**config.mk**
```make
export PLATFORM = sky130hd
export DESIGN_NAME = rv523_shift_unit
export DESIGN_NICKNAME = d
export VERILOG_FILES = /design/src/rtl/rv523_pkg.sv /design/src/rtl/rv523_shift_step.sv /design/src/rtl/rv523_shift_unit.sv
export SDC_FILE = /design/constraint.sdc
export NUM_CORES = 1
export LEC_CHECK = 0
export ABC_CLOCK_PERIOD_IN_PS = 3200
export CAP_MARGIN = 15
export CORE_ASPECT_RATIO = 1.25
export CORE_UTILIZATION = 50
export DETAILED_ROUTE_END_ITERATION = 10
export PLACE_DENSITY = 0.89
export SLEW_MARGIN = 15
export SYNTH_ARGS = -nofsm -noshare
export SYNTH_HDL_FRONTEND = slang
export SYNTH_SLANG_ARGS = --single-unit
```
**constraint.sdc**
```tcl
create_clock -name clk -period 3.2 [get_ports clk]
set_input_delay 0.32 -clock clk [delete_from_list [all_inputs] [get_ports clk]]
set_output_delay 0.32 -clock clk [all_outputs]
set_load 0.01 [all_outputs]
```
**src/rtl/rv523_pkg.sv**
```systemverilog
// Shared constants for the RV523 shift unit: datapath width, op encoding and FSM states.
// The optional fast-step feature is selected with the RV523_SHIFT_FAST_EN macro.
package rv523_pkg;

  localparam int XLEN = 32;

  localparam logic [1:0] OP_SLL = 2'b00;
  localparam logic [1:0] OP_SRL = 2'b01;
  localparam logic [1:0] OP_RSV = 2'b10;
  localparam logic [1:0] OP_SRA = 2'b11;

  typedef enum logic [1:0] {
    ST_IDLE  = 2'b00,
    ST_SHIFT = 2'b01,
    ST_DONE  = 2'b10
  } shift_state_t;

endpackage

```
**src/rtl/rv523_shift_step.sv**
```systemverilog
// Combinational single-step shifter: one bit per step, or four when RV523_SHIFT_FAST_EN
// is defined and step4 is set.
module rv523_shift_step
  import rv523_pkg::*;
#(
  parameter int XLEN = rv523_pkg::XLEN
) (
  input  logic [XLEN-1:0] data,
  input  logic [1:0]      op,
  input  logic            step4,
  output logic [XLEN-1:0] result
);

`ifndef RV523_SHIFT_FAST_EN
  logic unused_step4;
  assign unused_step4 = step4;
`endif

  always_comb begin
    result = data;
    case (op)
      OP_SLL:  result = {data[XLEN-2:0], 1'b0};
      OP_SRL:  result = {1'b0, data[XLEN-1:1]};
      OP_SRA:  result = {data[XLEN-1], data[XLEN-1:1]};
      default: result = data;
    endcase
`ifdef RV523_SHIFT_FAST_EN
    if (step4) begin
      case (op)
        OP_SLL:  result = {data[XLEN-5:0], 4'b0000};
        OP_SRL:  result = {4'b0000, data[XLEN-1:4]};
        OP_SRA:  result = {{4{data[XLEN-1]}}, data[XLEN-1:4]};
        default: result = data;
      endcase
    end
`endif
  end

endmodule

```
**src/rtl/rv523_shift_unit.sv**
```systemverilog
// Iterative shift unit with valid/ready handshakes on both sides (IDLE -> SHIFT -> DONE).
// Defining RV523_SHIFT_FAST_EN enables 4-bit steps while the remaining count is at least 4.
module rv523_shift_unit
  import rv523_pkg::*;
#(
  parameter int XLEN = rv523_pkg::XLEN
) (
  input  logic            clk,
  input  logic            rst,
  input  logic            in_valid,
  output logic            in_ready,
  input  logic [1:0]      in_op,
  input  logic [XLEN-1:0] in_data,
  input  logic [4:0]      in_shamt,
  output logic            out_valid,
  input  logic            out_ready,
  output logic [XLEN-1:0] out_data
);

  shift_state_t    state;
  logic [4:0]      count;
  logic [1:0]      op_q;
  logic [XLEN-1:0] work;
  logic [XLEN-1:0] step_out;
  logic            step4;
  logic [4:0]      step_amt;

`ifdef RV523_SHIFT_FAST_EN
  assign step4 = |count[4:2];
`else
  assign step4 = 1'b0;
`endif

  assign step_amt = step4 ? 5'd4 : 5'd1;
  assign out_data = work;

  rv523_shift_step #(.XLEN(XLEN)) u_step (
    .data   (work),
    .op     (op_q),
    .step4  (step4),
    .result (step_out)
  );

  // Reserved op and zero shamt skip SHIFT so the result is ready one cycle after accept.
  always_ff @(posedge clk or posedge rst) begin
    if (rst) begin
      state     <= ST_IDLE;
      count     <= 5'd0;
      op_q      <= OP_SLL;
      work      <= '0;
      in_ready  <= 1'b1;
      out_valid <= 1'b0;
    end else begin
      case (state)
        ST_IDLE: begin
          if (in_valid) begin
            op_q     <= in_op;
            work     <= in_data;
            in_ready <= 1'b0;
            if ((in_op == OP_RSV) || (in_shamt == 5'd0)) begin
              count     <= 5'd0;
              state     <= ST_DONE;
              out_valid <= 1'b1;
            end else begin
              count <= in_shamt;
              state <= ST_SHIFT;
            end
          end
        end
        ST_SHIFT: begin
          work  <= step_out;
          count <= count - step_amt;
          if (count == step_amt) begin
            state     <= ST_DONE;
            out_valid <= 1'b1;
          end
        end
        ST_DONE: begin
          if (out_ready) begin
            state     <= ST_IDLE;
            out_valid <= 1'b0;
            in_ready  <= 1'b1;
          end
        end
        default: begin
          state     <= ST_IDLE;
          count     <= 5'd0;
          in_ready  <= 1'b1;
          out_valid <= 1'b0;
        end
      endcase
    end
  end

endmodule

```
==> insert_results.sql <==
INSERT INTO impl_metrics (metric_group, metric, value, unit) VALUES
('critical_path', 'critical_path.max_fanout', '62', ''),
('sta', 'endpoints_failing_hold', '0', ''),
('die', 'rows', '27', ''),
('detailed_routing', 'initial_drt_markers', '115', ''),
('final_layout', 'layout.cells.most_common_list', '76 x sky130_fd_sc_hd__clkdlybuf4s50_1, 41 x sky130_fd_sc_hd__dfrtp_1, 38 x sky130_fd_sc_hd__nor2_1, 38 x sky130_fd_sc_hd__nand2_1, 33 x sky130_fd_sc_hd__a21oi_1', ''),
('critical_path', 'criticalPathCategory', 'flop to flop', ''),
('synth', 'synth.ff_latch_count', '43', ''),
('synth', 'syn-instance-count', '276', ''),
('critical_path', 'worstSetupEndpointType', 'flop', ''),
('sta', 'period_needed', '1970', 'ps'),
('global_route', 'largest_net_degree_at_the_start_of_global_routing', '63', ''),
('sta', 'grt_setup_unrepaired', 'false', ''),
('synth', 'mappedNetlistNets', '321', ''),
('place', 'globalplace.congestion', '0.779', ''),
('detailed_routing', 'route.final.wire_length', '5.76', 'mm'),
('critical_path', 'path_cells', 'a311o_2 > nand2_1 > o21ai_1', ''),
('global_route', 'grt_first_pass_wirelength', '9.61', 'mm'),
('die', 'chipWidth', '63.8', 'um'),
('final_layout', 'syn2layout_area_growth', '35.2', '%'),
('hold_path', 'worst_hold_path_type', 'flop to flop', ''),
('synth', 'syn-mean-instance-area', '8.65', 'um2'),
('power', 'power_density', '978', 'nW/um2'),
('sta', 'worst_slew_pin_slew', '1010', 'ps'),
('critical_path', 'critical_path.n_buffers_inverters', '0', ''),
('detailed_routing', 'via_count', '2212', ''),
('global_route', 'grt_antenna_before_repair', '0', ''),
('die', 'design.portCount', '77', ''),
('die', 'initial_utilization', '0.532', ''),
('cts', 'post-cts-setup-buffers', '0', ''),
('final_layout', 'final_layout_size_suffix_gt1_frac', '0.0526', ''),
('power', 'leakage_power_figure', '0.00137', 'uW'),
('cts', 'largest_buffer_count_on_any_clock_path', '2', ''),
('outcome', 'outcome', 'finished clean', ''),
('sta', 'timing.fmax', '507', 'MHz'),
('cts', 'hold_buffers', '0', ''),
('die', 'dieHeight', '79.3', 'um'),
('global_route', 'globalRouteOverflowTotal', '0', ''),
('detailed_routing', 'drt_wl_cell', '14.4', 'um'),
('place', 'io_buffers', '76', ''),
('power', 'irDropWorstVdd', '0.484', 'mV'),
('global_route', 'overall_track_demand_over_capacity_in_global_routing', '0.243', ''),
('critical_path', 'critical_path.slowest_cell', 'sky130_fd_sc_hd__a311o_2', ''),
('job', 'max-cap-violations', '0', ''),
('sta', 'slew_limit_headroom', '0.324', ''),
('cts', 'clock_sink_total', '43', ''),
('sta', 'worst_setup_slack_final', '1230', 'ps'),
('synth', 'syn_area', '2390', 'um2'),
('die', 'core_area', '4490', 'um2'),
('place', 'dp_hpwl', '4.02', 'mm'),
('cts', 'path_clk_slew', '70', 'ps'),
('sta', 'worst_clk_skew', '5.41', 'ps'),
('final_layout', 'nNetsFinal', '386', ''),
('cts', 'cts_tree', 'built', ''),
('detailed_routing', 'post-route-drc-count', '0', ''),
('die', 'floorplan.die_area', '5060', 'um2'),
('place', 'pre_cts_ws', '1060', 'ps'),
('critical_path', 'crit_path_arrival_time', '2180', 'ps'),
('sta', 'drv_slew', '0', ''),
('cts', 'post_cts.resized_instances', '0', ''),
('final_layout', 'antenna-diode-count', '0', ''),
('detailed_routing', 'antenna_violating_nets_post_route', '0', ''),
('sta', 'share_of_the_cycle_needed_by_the_critical_path_after_routing', '0.617', ''),
('critical_path', 'timing.critical_path.max_delay_family', 'compound AO/OA/AOI/OAI gates', ''),
('critical_path', 'worst_endpoint_required_time', '3400', 'ps'),
('cts', 'clk_root_buffer_cell', 'sky130_fd_sc_hd__clkbuf_8', ''),
('detailed_routing', 'detail_route.first_pass.iterations', '4', ''),
('synth', 'synth.yosys.warnings', '0', ''),
('synth', 'ys_seq_area_frac', '0.451', ''),
('critical_path', 'max_stage_delay', '950', 'ps'),
('cts', 'cts_htree_levels', '2', ''),
('synth', 'synth_cell_types', '34', ''),
('cts', 'cts_buffers', '5', ''),
('critical_path', 'setup.worst_path.start_class', 'flop', ''),
('final_layout', 'final_common_cell', 'sky130_fd_sc_hd__clkdlybuf4s50_1', ''),
('sta', 'setup_violations', '0', ''),
('cts', 'clock_insertion_delay_worst_skew', '290', 'ps'),
('sta', 'finalSetupTns', '0', 'ps'),
('detailed_routing', 'drt-vias-per-instance', '5.53', ''),
('global_route', 'first_global_vias', '2157', '');
-- report_power, final --
group          internal (uW)  switching [uW]  total [uW]
clock network            153             176         330
registers                812             310        1120
logic                    862             846        1710
total                   1830            1330        3160
-- path summary, 6_finish.rpt --
| check | slack [ps] | start | endpoint | cells past startpoint |
|---|---|---|---|---|
| max | 1230 | state[0] | out_data[22] | 3 |
| min | 530 | count[4] | count[4] | 1 |
| max reg2reg | 1230 | state[0] | out_data[22] | 3 |
| min reg2reg | 530 | count[4] | count[4] | 1 |
| max in group asynchronous | 2070 | rst | op_q[0] | 2 |
| min in group asynchronous | 540 | rst | state[1] | 2 |
-- stage by stage --
stage               utilization  power [uW]  instances  hold WS (ps)  cell area [um2]
floorplan                     -        2170        276           437             2390
finish                    0.719        3160        400           530             3230
detailed placement        0.701        2830        392           507             3150
CTS                       0.719        3170        400           521             3230
global route              0.719        3420        400           540             3230
global placement          0.701        2760        392           488             3150
-- per-layer routing --
layer | wire (um) | GRT usage
met5 | 0 | 0
met4 | 48 | 0.0591
met3 | 363 | 0.0704
met2 | 2930 | 0.426
met1 | 2420 | 0.289
-- kinds of logic after synthesis --
group	share of synthesized area
AOI/OAI and AO/OA	0.207
xor gates and xnor gates	0.00367
adders and majority gates	0.0105
buffers and inverters	0.0487
DFF	0.451
muxes	0.130
and+or+nand+nor	0.148
-- registers in the layout, indices dropped and copies added (netlist names) --
name,cells
state,2
in_ready,1
out_data,32
count,5
op_q,2
out_valid,1
-- cell usage after synthesis, drive strengths merged --
master  count  share of area
nand2b      2         0.0052
a311o       1         0.0042
dfstp       1          0.011
a22oi       1         0.0031
mux2i      30           0.13
nor2b       2         0.0052
xor2        1         0.0037
ha          2          0.010
a32oi       1         0.0037
dfrtp      42           0.44
inv         6         0.0094
buf        17          0.035
o211ai      3         0.0094
mux2        1         0.0047
a21oi      34          0.073
o221a       1         0.0047
a221o       2         0.0084
o22a        2         0.0073
o211a       2         0.0084
o21ai      36          0.075
or4         3         0.0094
o21a        1         0.0031
nand2      38          0.060
nor3        2         0.0042
and3        1         0.0026
a21boi      1         0.0031
clkbuf      3         0.0047
nand3       1         0.0021
nor2       38          0.060
a31o        1         0.0037
-- area by class of cell --
class / count / area [um2]
multi-input cells: 207 / 1200
flip-flops and latches: 43 / 1080
clock inverters: 1 / 5.00
well taps: 58 / 72.6
inverters: 6 / 22.5
fillers: 347 / 1260
repair buffers: 78 / 776
clock buffers: 7 / 76.3
Power figures use the tool's default switching activity.
